**src/rtl/pipe_ctrl_if.sv**
```systemverilog
`default_nettype none
// ============================================================================
// Module      : pipe_ctrl_if
// Description : Bundle between the 5-stage core datapath and the hazard/stall
//               controller.
//               master : datapath side, drives ID/EX/MEM status, receives
//                        stall/flush controls.
//               slave  : pipe_ctrl side.
//               Status : id_rs, id_rt, id_uses_rs, id_uses_rt, ex_mem_read,
//                        ex_rt, ex_muldiv, ex_mem_req, mem_ack, ex_branch_taken
//               Control: pc_write, hazard_stall, exe_stall, cond_exe_stall,
//                        idex_flush, muldiv_busy
//               Optional (PIPE_CTRL_STATS_EN): stall_cycles, flush_count
// Revision    : 1.0 - initial release
// ============================================================================
interface pipe_ctrl_if;
    logic [4:0]  id_rs;
    logic [4:0]  id_rt;
    logic        id_uses_rs;
    logic        id_uses_rt;
    logic        ex_mem_read;
    logic [4:0]  ex_rt;
    logic        ex_muldiv;
    logic        ex_mem_req;
    logic        mem_ack;
    logic        ex_branch_taken;

    logic        pc_write;
    logic        hazard_stall;
    logic        exe_stall;
    logic        cond_exe_stall;
    logic        idex_flush;
    logic        muldiv_busy;
`ifdef PIPE_CTRL_STATS_EN
    logic [31:0] stall_cycles;
    logic [31:0] flush_count;
`endif

    modport master (
`ifdef PIPE_CTRL_STATS_EN
        input  stall_cycles,
        input  flush_count,
`endif
        output id_rs, id_rt, id_uses_rs, id_uses_rt,
        output ex_mem_read, ex_rt, ex_muldiv, ex_mem_req, mem_ack,
        output ex_branch_taken,
        input  pc_write, hazard_stall, exe_stall, cond_exe_stall,
        input  idex_flush, muldiv_busy
    );

    modport slave (
`ifdef PIPE_CTRL_STATS_EN
        output stall_cycles,
        output flush_count,
`endif
        input  id_rs, id_rt, id_uses_rs, id_uses_rt,
        input  ex_mem_read, ex_rt, ex_muldiv, ex_mem_req, mem_ack,
        input  ex_branch_taken,
        output pc_write, hazard_stall, exe_stall, cond_exe_stall,
        output idex_flush, muldiv_busy
    );
endinterface
`default_nettype wire

```
**src/rtl/pipe_ctrl.sv**
```systemverilog
`default_nettype none
// ============================================================================
// Module      : pipe_ctrl
// Description : Hazard and stall controller for the 5-stage MIPS core.
//               Handles load-use interlocks, multi-cycle mult/div occupancy
//               of EX (IDLE/MULDIV/MEMWAIT FSM), data-memory wait and
//               taken-branch flushes.
// Ports       : clk    - core clock, rising edge
//               resetn - synchronous active-low reset
//               bus    - pipe_ctrl_if.slave (status in, stall/flush out)
// Parameters  : MULDIV_CYCLES - total EX occupancy of a mult/div (2..255)
// Options     : PIPE_CTRL_STATS_EN - adds 32-bit stall_cycles / flush_count
//               counters on the interface.
// Revision    : 1.0 - initial release
// ============================================================================
module pipe_ctrl #(
    parameter int MULDIV_CYCLES = 32
) (
    input  logic        clk,
    input  logic        resetn,
    pipe_ctrl_if.slave  bus
);

    localparam logic [1:0] ST_IDLE    = 2'd0;
    localparam logic [1:0] ST_MULDIV  = 2'd1;
    localparam logic [1:0] ST_MEMWAIT = 2'd2;

    localparam logic [7:0] C_MD_LOAD  = 8'(MULDIV_CYCLES - 2);

    logic [1:0] state_q, state_d;
    logic [7:0] md_cnt_q, md_cnt_d;

    logic       exe_stall_raw;
    logic       load_use;
    logic       branch_qual;
    logic       hazard_raw;

    // ------------------------------------------------------------------
    // FSM next state
    // ------------------------------------------------------------------
    always_comb begin
        state_d  = state_q;
        md_cnt_d = md_cnt_q;
        case (state_q)
            ST_IDLE: begin
                // mult/div wins over a simultaneous memory request; the
                // request is seen again once the FSM is back in IDLE.
                if (bus.ex_muldiv) begin
                    state_d  = ST_MULDIV;
                    md_cnt_d = C_MD_LOAD;
                end else if (bus.ex_mem_req && !bus.mem_ack) begin
                    state_d  = ST_MEMWAIT;
                end
            end
            ST_MULDIV: begin
                // The count is decremented every cycle; the FSM leaves as the
                // count reaches zero, so MULDIV lasts MULDIV_CYCLES-2 stalled
                // cycles (one non-stalled cycle when the load value is 0).
                md_cnt_d = (md_cnt_q == 8'd0) ? 8'd0 : md_cnt_q - 8'd1;
                if (md_cnt_q <= 8'd1) begin
                    state_d = ST_IDLE;
                end
            end
            ST_MEMWAIT: begin
                if (bus.mem_ack) begin
                    state_d = ST_IDLE;
                end
            end
            default: begin
                state_d  = ST_IDLE;
                md_cnt_d = 8'd0;
            end
        endcase
    end

    always_ff @(posedge clk) begin
        if (!resetn) begin
            state_q  <= ST_IDLE;
            md_cnt_q <= 8'd0;
        end else begin
            state_q  <= state_d;
            md_cnt_q <= md_cnt_d;
        end
    end

    // ------------------------------------------------------------------
    // Stall / flush decode (combinational, zero latency)
    // ------------------------------------------------------------------
    always_comb begin
        exe_stall_raw = 1'b0;
        case (state_q)
            ST_IDLE:    exe_stall_raw = bus.ex_muldiv |
                                        (bus.ex_mem_req & ~bus.mem_ack);
            ST_MULDIV:  exe_stall_raw = (md_cnt_q != 8'd0);
            ST_MEMWAIT: exe_stall_raw = ~bus.mem_ack;
            default:    exe_stall_raw = 1'b0;
        endcase
    end

    always_comb begin
        load_use = bus.ex_mem_read && (bus.ex_rt != 5'd0) &&
                   ((bus.id_uses_rs && (bus.id_rs == bus.ex_rt)) ||
                    (bus.id_uses_rt && (bus.id_rt == bus.ex_rt)));
        // A stalled EX cannot resolve a branch; a flushed ID instruction
        // cannot cause an interlock.
        branch_qual = bus.ex_branch_taken && !exe_stall_raw;
        hazard_raw  = load_use && !exe_stall_raw && !branch_qual;
    end

    // Every output is held low while reset is asserted.
    assign bus.exe_stall      = resetn & exe_stall_raw;
    assign bus.hazard_stall   = resetn & hazard_raw;
    assign bus.cond_exe_stall = resetn & branch_qual;
    assign bus.idex_flush     = resetn & (hazard_raw | branch_qual);
    assign bus.pc_write       = resetn & ~(hazard_raw | exe_stall_raw);
    assign bus.muldiv_busy    = resetn & (state_q == ST_MULDIV);

`ifdef PIPE_CTRL_STATS_EN
    logic [31:0] stall_cycles_q, stall_cycles_d;
    logic [31:0] flush_count_q,  flush_count_d;

    always_comb begin
        stall_cycles_d = stall_cycles_q;
        flush_count_d  = flush_count_q;
        if (resetn && !bus.pc_write) begin
            stall_cycles_d = stall_cycles_q + 32'd1;
        end
        if (bus.cond_exe_stall) begin
            flush_count_d = flush_count_q + 32'd1;
        end
    end

    always_ff @(posedge clk) begin
        if (!resetn) begin
            stall_cycles_q <= 32'd0;
            flush_count_q  <= 32'd0;
        end else begin
            stall_cycles_q <= stall_cycles_d;
            flush_count_q  <= flush_count_d;
        end
    end

    assign bus.stall_cycles = stall_cycles_q;
    assign bus.flush_count  = flush_count_q;
`endif

endmodule
`default_nettype wire

```
**src/flat_wrapper.sv**
```systemverilog
// flat-port wrapper written by rule: the top's interface ports become plain ports
module pipe_ctrl_flat 
#(
    parameter int MULDIV_CYCLES = 32
)
  (clk, resetn, bus_id_rs, bus_id_rt, bus_id_uses_rs, bus_id_uses_rt, bus_ex_mem_read, bus_ex_rt, bus_ex_muldiv, bus_ex_mem_req, bus_mem_ack, bus_ex_branch_taken, bus_pc_write, bus_hazard_stall, bus_exe_stall, bus_cond_exe_stall, bus_idex_flush, bus_muldiv_busy);
  pipe_ctrl_if bus_i ();
  input  logic clk;
  input  logic resetn;
  input wire logic [$bits(bus_i.id_rs)-1:0] bus_id_rs;
  input wire logic [$bits(bus_i.id_rt)-1:0] bus_id_rt;
  input wire logic [$bits(bus_i.id_uses_rs)-1:0] bus_id_uses_rs;
  input wire logic [$bits(bus_i.id_uses_rt)-1:0] bus_id_uses_rt;
  input wire logic [$bits(bus_i.ex_mem_read)-1:0] bus_ex_mem_read;
  input wire logic [$bits(bus_i.ex_rt)-1:0] bus_ex_rt;
  input wire logic [$bits(bus_i.ex_muldiv)-1:0] bus_ex_muldiv;
  input wire logic [$bits(bus_i.ex_mem_req)-1:0] bus_ex_mem_req;
  input wire logic [$bits(bus_i.mem_ack)-1:0] bus_mem_ack;
  input wire logic [$bits(bus_i.ex_branch_taken)-1:0] bus_ex_branch_taken;
  output wire logic [$bits(bus_i.pc_write)-1:0] bus_pc_write;
  output wire logic [$bits(bus_i.hazard_stall)-1:0] bus_hazard_stall;
  output wire logic [$bits(bus_i.exe_stall)-1:0] bus_exe_stall;
  output wire logic [$bits(bus_i.cond_exe_stall)-1:0] bus_cond_exe_stall;
  output wire logic [$bits(bus_i.idex_flush)-1:0] bus_idex_flush;
  output wire logic [$bits(bus_i.muldiv_busy)-1:0] bus_muldiv_busy;
  assign bus_i.id_rs = bus_id_rs;
  assign bus_i.id_rt = bus_id_rt;
  assign bus_i.id_uses_rs = bus_id_uses_rs;
  assign bus_i.id_uses_rt = bus_id_uses_rt;
  assign bus_i.ex_mem_read = bus_ex_mem_read;
  assign bus_i.ex_rt = bus_ex_rt;
  assign bus_i.ex_muldiv = bus_ex_muldiv;
  assign bus_i.ex_mem_req = bus_ex_mem_req;
  assign bus_i.mem_ack = bus_mem_ack;
  assign bus_i.ex_branch_taken = bus_ex_branch_taken;
  assign bus_pc_write = bus_i.pc_write;
  assign bus_hazard_stall = bus_i.hazard_stall;
  assign bus_exe_stall = bus_i.exe_stall;
  assign bus_cond_exe_stall = bus_i.cond_exe_stall;
  assign bus_idex_flush = bus_i.idex_flush;
  assign bus_muldiv_busy = bus_i.muldiv_busy;
  pipe_ctrl #(.MULDIV_CYCLES(MULDIV_CYCLES)) u_core (.clk(clk), .resetn(resetn), .bus(bus_i));
endmodule
```
**config.mk**
```make
export PLATFORM = sky130hd
export DESIGN_NAME = pipe_ctrl_flat
export DESIGN_NICKNAME = d
export VERILOG_FILES = /design/src/rtl/pipe_ctrl_if.sv /design/src/rtl/pipe_ctrl.sv /design/src/flat_wrapper.sv
export SDC_FILE = /design/constraint.sdc
export NUM_CORES = 1
export LEC_CHECK = 0
export BUFFER_PORTS_ARGS = -buffer_cell sky130_fd_sc_hd__buf_2
export CELL_PAD_IN_SITES_DETAIL_PLACEMENT = 0
export CELL_PAD_IN_SITES_GLOBAL_PLACEMENT = 1
export CORE_MARGIN = 8
export CORE_UTILIZATION = 34
export CTS_CLUSTER_SIZE = 24
export DETAILED_ROUTE_END_ITERATION = 10
export MAX_ROUTING_LAYER = met4
export PLACE_DENSITY = 0.87
export SETUP_SLACK_MARGIN = 0.02
export SYNTH_ARGS = -nofsm -noshare
export SYNTH_HDL_FRONTEND = slang
export SYNTH_SLANG_ARGS = --single-unit
```
**constraint.sdc**
```tcl
create_clock -name clk -period 2.2 [get_ports clk]
set_clock_uncertainty 0.15 [all_clocks]
set_input_delay 0.22 -clock clk [delete_from_list [all_inputs] [get_ports clk]]
set_output_delay 0.22 -clock clk [all_outputs]
set_load 0.005 [all_outputs]
```
# == After elaboration in Yosys (flattened, before gate mapping) ==
# Index checks and enable logic that the tools add are counted.
# op_classes
addsub,1
magnitude_cmp,1
eq_ne,8
n_mux,9
bitwise,13
reduce_logical,18
# op_table
cell,n
8-bit case mux with 3 select lines,1
8-bit two-way mux,2
5-bit equality test,2
8-bit by 1-bit less-or-equal comparator with 1-bit output (second input constant),1
1-bit logical AND,8
8-bit zero test,1
2-bit two-way mux,4
8-bit nonzero test,1
8-bit by 1-bit subtractor with 8-bit output (second input constant),1
1-bit AND,7
2-bit case mux with 3 select lines,1
5-bit nonzero test,1
2-bit != test (second input constant),2
1-bit zero test,3
3-bit by 2-bit != test with 1-bit output (second input constant),1
1-bit inverter,3
1-bit bitwise OR,3
1-bit case mux with 3 select lines,1
3-bit AND reduction,1
2-bit by 1-bit equality test with 1-bit output (second input constant),1
2-bit equality test (second input constant),1
2-bit zero test,1
2-bit by 1-bit != test with 1-bit output (second input constant),1
2-bit AND reduction,1
1-bit logical OR,1
# word_totals
reg_bits,10
elab_cells,52

# == Depth between registers and ports, before layout ==
# Gate-level depths: netlist of run 1.
# logic_depth
word_depth,11
depth_mapped,6
mapped_depth_nobuf,6

# == Worst setup path before layout of run 1 ==
# OpenSTA, ideal clock, no wires.
# synth_path
kind,register to output
from,register u_core.md_cnt_q[0]
to,output port bus_idex_flush
arrival_time_ps,1342
t_required_ps,1830
setup_slack_ps,488
stages_incl_launch_ff,7
cell_sequence,dfxtp_1 -> inv_1 -> ha_1 -> nor4b_4 -> a21o_2 -> nand2_1 -> o31ai_1
# synth_via
elab_chain_len,8
elab_cells_between_ends,9
classes_between,mux: 1; bitwise: 2; reduce/logical: 6
# synth_rtl
item,line_no,rtl
"start, declared",pipe_ctrl.sv:31,"logic [7:0] md_cnt_q, md_cnt_d;"
"start signal, assigned",pipe_ctrl.sv:82,md_cnt_q <= md_cnt_d;
8-bit nonzero test (*),pipe_ctrl.sv:94,ST_MULDIV: exe_stall_raw = (md_cnt_q != 8'd0);
1-bit case mux with 3 select lines (*),pipe_ctrl.sv:91,case (state_q)
1-bit zero test (*),"pipe_ctrl.sv:106, pipe_ctrl.sv:107",
1-bit logical AND,pipe_ctrl.sv:106,branch_qual = bus.ex_branch_taken && !exe_stall_raw;
1-bit zero test,pipe_ctrl.sv:107,hazard_raw = load_use && !exe_stall_raw && !branch_qual;
1-bit logical AND,pipe_ctrl.sv:107,
1-bit bitwise OR (*),pipe_ctrl.sv:114,assign bus.idex_flush = resetn & (hazard_raw | branch_qual);
1-bit AND (*),pipe_ctrl.sv:114,
"end, declared",flat_wrapper.sv:24,output wire logic [$bits(bus_i.idex_flush)-1:0] bus_idex_flush;
# Every way passes the cells marked *; elsewhere a longest branch is shown, timed or not.

# == Worst setup path in the final report of run 1 ==
# layout_path
from,register u_core.md_cnt_q[0]
to,output port bus_hazard_stall
# layout_via
elab_chain_len,7
elab_cells_between_ends,8
classes_between,mux: 1; bitwise: 1; reduce/logical: 6
# layout_rtl
item,line_no,rtl
8-bit nonzero test (*),pipe_ctrl.sv:94,
1-bit case mux with 3 select lines (*),pipe_ctrl.sv:91,
1-bit zero test (*),"pipe_ctrl.sv:106, pipe_ctrl.sv:107",
1-bit logical AND,pipe_ctrl.sv:106,
1-bit zero test,pipe_ctrl.sv:107,
1-bit logical AND (*),pipe_ctrl.sv:107,
1-bit AND (*),pipe_ctrl.sv:112,assign bus.hazard_stall = resetn & hazard_raw;
"end, declared",flat_wrapper.sv:21,output wire logic [$bits(bus_i.hazard_stall)-1:0] bus_hazard_stall;
# Marked as above.

==> results.toml, run 1 <==
[pwr]
peakVddDrop_uv = 350
p_leak_nw = 0.499
p_comb_share_pct = 39.5
p_seq_share_pct = 35.0
switching_share_pct = 33.8
p_per_area_mw_per_mm2 = 597
p_int_mw = 0.440
power.switching_mw = 0.224
clockPowerShare_pct = 25.5

[cts]
path_clk_slew_ns = 0.07
cts_tree = "built"
cts_root_buffer = "clkbuf_4"
cts_max_level = 1
cts_inserted_buffers = 3
cts_buffer_depth = 2
ctsHoldBuffers = 0
cts_sinks = 10
clk_latency_ns = 0.27

[sta]
holdWs_ns = 0.143
rsz0062_at_grt = "true"
finalSetupViolCount = 0
drv_slew = 0
tns_ns = 0
max_freq_mhz = 485
post-route-period-util_pct = 93.7
hold_viol = 0
tightest_slew_ns = 0.376
period_needed_ns = 2.06
slew_headroom_pct = 74.9

[floorplanning]
die_y_um = 65.1
fp.dieW_um = 65.1
initial_core_util_pct = 36.3
coreArea_mm2 = 0.00225
num_rows = 17
dieArea_mm2 = 0.00423
io-pin-count = 30

[synth]
synth_edf_count = 0
synth-seq-cells = 10
synth.top_cell.area_share_pct = 24.5
yosysMostFrequentCell = "dfxtp_1"
yosys-top-cells-area = "dfxtp_1 (24%), xor2_1 (8.6%), ha_1 (4.6%)"
yosys-top-cells-count = "dfxtp_1 (10), nor2_1 (8), xor2_1 (8)"
synthArstFlopShare_pct = 0
ys_types = 41
synth_top_cell_by_area = "dfxtp_1"
syn-num-nets = 125
synthFlopType = "dfxtp_1"
syn-cell-area_um2 = 818
synth-seq-area-share_pct = 24.5
syn-instance-count = 98
postSynthAreaPerCell_um2 = 8.35
ys_warn_count = 0

[critical_path]
crit_start = "u_core.md_cnt_q[0]"
cp_max_fo = 4
cp.required_ns = 1.83
worstSetupEndpointType = "primary output"
start_kind = "flop"
rr_startpoint = "u_core.md_cnt_q[0]"
crit_arrival_ns = 1.69
critical_path_class = "reg -> out"

[route]
drt-initial-drc-count = 26
drt.antenna.violating_nets = 0
drt_pass1_iterations = 4
dr_total_vias = 868
vias_per_cell = 5.29
drc = 0
avgRoutedWirePerCell_um = 13.1
drt_wl_total_mm = 2.14

[global_route]
overflow = 0
antenna_found_initial = 0
grt_usage_pct = 10.8
grt_start_max_net_pins = 15
grt_first_pass_wirelength_mm = 3.70
grt_pass1_vias = 913

[layout]
antenna_cells = 0
nets = 164
multi_input_area_um2 = 612
area_delta_synth_final_pct = 36.1
drive_above_1_share_pct = 43.4
regArea_um2 = 205
fill_cells = 230

[run_status]
status = "finished clean"

[hold_path]
hold_start = "bus_mem_ack"
hold_path_class = "in -> reg"

[placement]
port_buffers = 29
dp_hpwl_mm = 1.70
place_congestion = 0.861

[flow_run]
cap_viol_max_count = 0
==> logic make-up (layout without fill, tap and decap cells) <==
family	after synthesis	in the layout	synth area share, %
buffers and inverters	7	45	3.21
adders and majority gates	3	3	4.59
DFF	10	10	24.5
xor gates and xnor gates	10	10	10.7
and+or+nand+nor	40	40	32.6
AOI/OAI and AO/OA	28	28	24.5
==> power by group through the flow <==
| stage | sequential [mW] | clock [mW] | combinational [mW] |
|---|---|---|---|
| after floorplan | 0.229 | 0 | 0.161 |
| after global placement | 0.234 | 0 | 0.233 |
| after detailed placement | 0.235 | 0 | 0.234 |
| after CTS | 0.231 | 0.179 | 0.240 |
| after global routing | 0.236 | 0.191 | 0.292 |
| final | 0.233 | 0.169 | 0.263 |
==> per-stage QoR <==
step | instances | power, mW | instance area, um^2 | utilization (%) | setup slack, ns
finish | 164 | 0.665 | 1110 | 49.4 | 0.139
global route | 164 | 0.719 | 1110 | 49.4 | 0.0143
CTS | 160 | 0.650 | 1050 | 46.7 | 0.0166
detailed placement | 155 | 0.470 | 1010 | 44.8 | 0.282
global placement | 155 | 0.467 | 1010 | 44.8 | 0.335
floorplan | 98 | 0.390 | 818 | - | 0.488
==> worst max-delay path: stages, from the launching register on <==
cell     delay [ns]
dfxtp_4        0.35
inv_4          0.07
ha_4           0.11
nor4b_4        0.21
a21o_2         0.20
nand2_2        0.07
nor4_2         0.25
buf_2          0.15
==> layout by cell type, fill, tap and decap left out, types with 3 or more instances in the layout <==
| cell type | n |
|---|---|
| a21oi_1 | 4 |
| and2_1 | 4 |
| and3_1 | 3 |
| buf_2 | 29 |
| buf_4 | 8 |
| clkbuf_4 | 3 |
| dfxtp_1 | 8 |
| nor2_1 | 8 |
| nor3_1 | 3 |
| nor4_1 | 3 |
| o21ai_0 | 6 |
| xor2_1 | 8 |
==> final timing paths <==
check	cells after the start	slack, ns	endpoint
worst max register to register	7	0.35	u_core.md_cnt_q[4]
worst min-delay path	3	0.14	u_core.state_q[1]
worst max-delay path	7	0.14	bus_hazard_stall
worst min register to register	1	0.36	u_core.state_q[0]
==> layout make-up <==
cell class | instances | share of cell area [%]
Clock buffer | 4 | 3.26
Inverter | 4 | 1.80
Multi-Input combinational cell | 81 | 54.9
Sequential cell | 10 | 18.4
Tap cell | 28 | 3.15
Timing Repair Buffer | 37 | 18.4
==> state kept, by name, summed over array words and instances, names as in the netlist <==
signal           cells
u_core.state_q       2
u_core.md_cnt_q      8
==> layer usage <==
layer	share of wire, %	global-route usage, %
met1	52	13.5
met2	44	16.5
met5	0	-
met3	2.7	2.75
met4	1.4	3.81
==> what timing repair did <==
item / CTS / global route
buffers inserted: 1 / 4
gates resized for setup: 0 / 11
pin swaps: 1 / 3
setup endpoints to repair: 2 / 3
No activity file was read; power rests on OpenSTA's default activity.
==> run 2: changes to the inputs <==
Settings changed: CORE_MARGIN 8 to unset.
==> run 2 against run 1 <==
Compared with the run above: critical path depth stayed put; register-to-register slack hardly changed; die area is 38% lower; cell count is 1.2% higher; worst setup slack worse by 0.064 ns; global-route usage is 6.8 points higher; sequential power hardly changed.
==> results.toml, run 2 (same netlist as run 1, synthesis figures left out) <==
[route]
drt_pass1_iterations = 4
drt_wl_total_mm = 2.12
avgRoutedWirePerCell_um = 12.8
drc = 0
vias_per_cell = 5.39
drt-initial-drc-count = 19
dr_total_vias = 895
drt.antenna.violating_nets = 0

[cts]
clk_latency_ns = 0.28
path_clk_slew_ns = 0.07
cts_max_level = 1
cts_inserted_buffers = 3
cts_tree = "built"
cts_buffer_depth = 2
cts_root_buffer = "clkbuf_4"
cts_sinks = 10

[layout]
final_common_cell = "buf_2"
area_delta_synth_final_pct = 39.3
regMostFlops = "u_core.md_cnt_q"
fill_cells = 224
antenna_cells = 0
reg.largest.list = "u_core.md_cnt_q (8), u_core.state_q (2)"
largest_reg_flops = 8
drive_above_1_share_pct = 44.2
final_cell_mix = "buf_2 (29), buf_4 (10), nor2_1 (8), xor2_1 (8), dfxtp_1 (8)"
final_area_mm2 = 0.00114
nets = 166

[critical_path]
reg2reg_depth = 7
critical_path_class = "reg -> out"
rr_startpoint = "u_core.md_cnt_q[0]"
r2r_end = "u_core.md_cnt_q[4]"
worstPathCellList = "inv_4, ha_4, nor4b_4, a21o_2, nand2_4, nor4_4, buf_2"
crit_arrival_ns = 1.75
cp.required_ns = 1.83
r2r_setup_slack_ns = 0.34
start_kind = "flop"
cp_max_fo = 4
slowest_stage = "dfxtp_4"
worstSetupEndpointType = "primary output"
slowest_delay_ns = 0.36
crit_start = "u_core.md_cnt_q[0]"

[hold_path]
hold_start = "bus_mem_ack"
hold_path_class = "in -> reg"
holdPathEnd = "u_core.state_q[1]"
worstHoldPathCells = 3

[sta]
period_needed_ns = 2.12
rsz0062_at_grt = "true"
hold_viol = 0
tns_ns = 0
post-route-period-util_pct = 96.6
max_freq_mhz = 471
tightest_slew_ns = 0.450
drv_slew = 0
finalSetupViolCount = 0
slew_headroom_pct = 70.0

[global_route]
grt_pass1_vias = 804
met1_usage_pct = 18.9
overflow = 0
grt_usage_pct = 17.7
grt.met3_usage_pct = 4.17
antenna_found_initial = 0
grt_start_max_net_pins = 15
busiest_layer = "met2"
use_met2_pct = 30.0
grt_first_pass_wirelength_mm = 3.36

[floorplanning]
initial_core_util_pct = 36.6
die_y_um = 51.1
coreArea_mm2 = 0.00223
fp.dieW_um = 51.1
dieArea_mm2 = 0.00261
num_rows = 17
io-pin-count = 30

[pwr]
p_per_area_mw_per_mm2 = 601
p_leak_nw = 0.513
peakVddDrop_uv = 374

[placement]
dp_hpwl_mm = 1.55
place_congestion = 0.893
port_buffers = 29
place_area_mm2 = 0.00101

[flow_run]
cap_viol_max_count = 0

[run_status]
status = "finished clean"
==> run 2: metal layers <==
metal	part of all wire [%]	routed length [um]
met1	41	874
met2	50	1070
met3	6.7	142
met4	1.9	41
met5	0	0
==> run 2: layout make-up <==
class	instances	area (um^2)	area share, %
clock buffers	4	36.3	3.18
inverters	4	17.5	1.54
multi-input cells	81	626	54.9
flip-flops and latches	10	205	18.0
well taps	28	35.0	3.07
repair buffers	39	220	19.3
==> run 2: worst max-delay path: cells and delay by family, from the launching register on <==
| kind | cells | cell delay, ns |
|---|---|---|
| AO/OA/AOI/OAI | 1 | 0.22 |
| adder cells (fa/ha/maj) | 1 | 0.12 |
| flip-flops | 1 | 0.36 |
| AND/OR/NAND/NOR | 3 | 0.56 |
| buffers and inverters | 2 | 0.22 |
==> run 2: how the worst max path moves through the flow <==
| stage | endpoint | slack, ns |
|---|---|---|
| 3_3_place_gp | bus_hazard_stall | 0.34 |
| 2_1_floorplan | bus_idex_flush | 0.49 |
| 6_report | bus_hazard_stall | 0.08 |
| 5_1_grt | bus_hazard_stall | 0.004 |
| 3_5_place_dp | bus_hazard_stall | 0.23 |
| 4_1_cts | bus_hazard_stall | 0.02 |
==> run 2: power by group <==
group	internal (mW)	total, mW	switching, mW
logic	0.144	0.275	0.131
clock network	0.101	0.174	0.0730
registers	0.202	0.236	0.0344
total	0.447	0.685	0.238
==> run 2: per-stage QoR <==
step           total power, mW  setup WS [ns]  hold WS [ns]  utilization [%]  cells
6_report                 0.685         0.0750         0.137             51.0    166
5_1_grt                  0.731        0.00416         0.143             51.0    166
4_1_cts                  0.653         0.0233         0.131             47.5    161
3_5_place_dp             0.470          0.232         0.363             45.2    155
3_3_place_gp             0.467          0.344         0.337             45.2    155
2_1_floorplan            0.390          0.488         0.218                -     98
==> run 2: timing repair <==
item	CTS	global route
setup buffers	2	5
resized for setup	1	11
pin swaps	1	3
setup endpoints to repair	2	4
hold buffers	0	0
cloned	0	0
==> run 3: changes to the inputs <==
Clock period 2.2 ns to 2.43 ns, I/O delays scaled along.
==> run 3 against run 2 <==
Compared with the run above: die area unchanged; first-iteration DRC count rose by 68%; wire length decreased by 6.3%; sequential power shrank 8.5%; register-to-register slack gained 0.27 ns; flip-flop and latch count did not move; largest power group is now sequential cells; count of clock-buffer cells in the layout unchanged; hold slack gained 0.015 ns.
==> results.toml, run 3 (same netlist as run 1, synthesis figures left out) <==
[pwr]
p_per_area_mw_per_mm2 = 556
p_leak_nw = 0.474
clockPowerShare_pct = 26.8
p_seq_share_pct = 36.8
switching_share_pct = 34.5
power.switching_mw = 0.202
p_comb_share_pct = 36.4
peakVddDrop_uv = 348
p_int_mw = 0.384

[global_route]
grt_pass1_vias = 745
grt_usage_pct = 16.0
antenna_found_initial = 0
overflow = 0
grt_start_max_net_pins = 16
grt_first_pass_wirelength_mm = 3.09

[floorplanning]
initial_core_util_pct = 36.6
io-pin-count = 30
dieArea_mm2 = 0.00261
num_rows = 17
coreArea_mm2 = 0.00223
fp.dieW_um = 51.1
die_y_um = 51.1

[flow_run]
cap_viol_max_count = 0

[sta]
slew_headroom_pct = 47.6
finalSetupViolCount = 0
fin_ws_ns = 0.140
hold_viol = 0
drv_slew = 0
period_needed_ns = 2.29
post-route-period-util_pct = 94.2
max_freq_mhz = 437
rsz0062_at_grt = "false"
tns_ns = 0
tightest_slew_ns = 0.778

[critical_path]
start_kind = "flop"
rr_startpoint = "u_core.md_cnt_q[0]"
crit_arrival_ns = 1.90
critical_path_class = "reg -> out"
worstSetupEndpointType = "primary output"
cp_max_fo = 7
r2r_end = "u_core.md_cnt_q[4]"
reg2reg_depth = 6
cp.required_ns = 2.04
r2r_setup_slack_ns = 0.61

[layout]
final_common_cell = "buf_2"
reg.largest.list = "u_core.md_cnt_q (8), u_core.state_q (2)"
final_cell_mix = "buf_2 (29), dfxtp_1 (10), nor2_1 (8), xor2_1 (8), o21ai_0 (6)"
largest_reg_flops = 8
regMostFlops = "u_core.md_cnt_q"
area_delta_synth_final_pct = 28.7
antenna_cells = 0
nets = 160
fill_cells = 217
drive_above_1_share_pct = 36.4

[cts]
cts_root_buffer = "clkbuf_4"
clk_latency_ns = 0.28
path_clk_slew_ns = 0.08
cts.repair.resized = 0
cts_inserted_buffers = 3
cts_buffer_depth = 2
cts_tree = "built"
ctsHoldBuffers = 0
cts_max_level = 1
post-cts-setup-buffer-count = 0
cts_sinks = 10

[hold_path]
hold_start = "resetn"
worstHoldPathCells = 2
hold_path_class = "in -> reg"
holdPathEnd = "u_core.md_cnt_q[2]"

[placement]
pre_cts_ws_ns = 0.454
place_congestion = 0.883
port_buffers = 29
dp_hpwl_mm = 1.47

[route]
drt_pass1_iterations = 5
vias_per_cell = 5.34
drc = 0
drt_wl_total_mm = 1.99
drt-initial-drc-count = 32
avgRoutedWirePerCell_um = 12.4
dr_total_vias = 855
drt.antenna.violating_nets = 0

[run_status]
status = "finished clean"
-- run 3: metrics by stage --
stage / hold WS, ns / util [%] / power (mW) / std cells / area, um^2
6_report: 0.152 / 47.2 / 0.586 / 160 / 1050
2_1_floorplan: 0.241 / - / 0.353 / 98 / 818
3_3_place_gp: 0.341 / 44.5 / 0.414 / 153 / 995
5_1_grt: 0.164 / 47.2 / 0.620 / 160 / 1050
4_1_cts: 0.151 / 46.2 / 0.571 / 157 / 1030
3_5_place_dp: 0.361 / 44.5 / 0.417 / 153 / 995
-- run 3: critical path, cell delays in order, from the launching register on --
cell     delay [ns]
dfxtp_1        0.35
inv_1          0.13
ha_1           0.17
nor4b_4        0.23
a21o_2         0.24
nand2_1        0.10
o31ai_1        0.26
buf_2          0.15
-- run 3: routing by layer --
metal,track usage (%),part of all wire [%]
met5,-,0
met2,26.1,47
met4,9.72,2.7
met3,0.893,4.1
met1,19.3,46
-- run 3: cell type report --
cell class	instances	area, um^2	share of cell area (%)
clock buffers	4	36.3	3.44
inverters	4	15.0	1.43
multi-input cells	81	592	56.2
flip-flops and latches	10	200	19.0
well taps	28	35.0	3.33
repair buffers	33	175	16.6
-- run 3: how the worst max path moves through the flow --
stage	endpoint	start	cells past startpoint	slack, ns
after floorplan	bus_idex_flush	u_core.md_cnt_q[0]	6	0.69
after global placement	bus_idex_flush	u_core.md_cnt_q[0]	7	0.54
after detailed placement	bus_hazard_stall	u_core.md_cnt_q[0]	7	0.45
after CTS	bus_hazard_stall	u_core.md_cnt_q[0]	7	0.16
after global routing	bus_idex_flush	u_core.md_cnt_q[0]	7	0.001
final	bus_idex_flush	u_core.md_cnt_q[0]	7	0.14
-- run 3: power by group through the flow --
stage | Combinational (mW) | Clock [mW] | Sequential, mW
2_1_floorplan | 0.146 | 0 | 0.207
3_3_place_gp | 0.197 | 0 | 0.217
3_5_place_dp | 0.199 | 0 | 0.218
4_1_cts | 0.200 | 0.157 | 0.214
5_1_grt | 0.236 | 0.166 | 0.218
6_report | 0.213 | 0.157 | 0.216
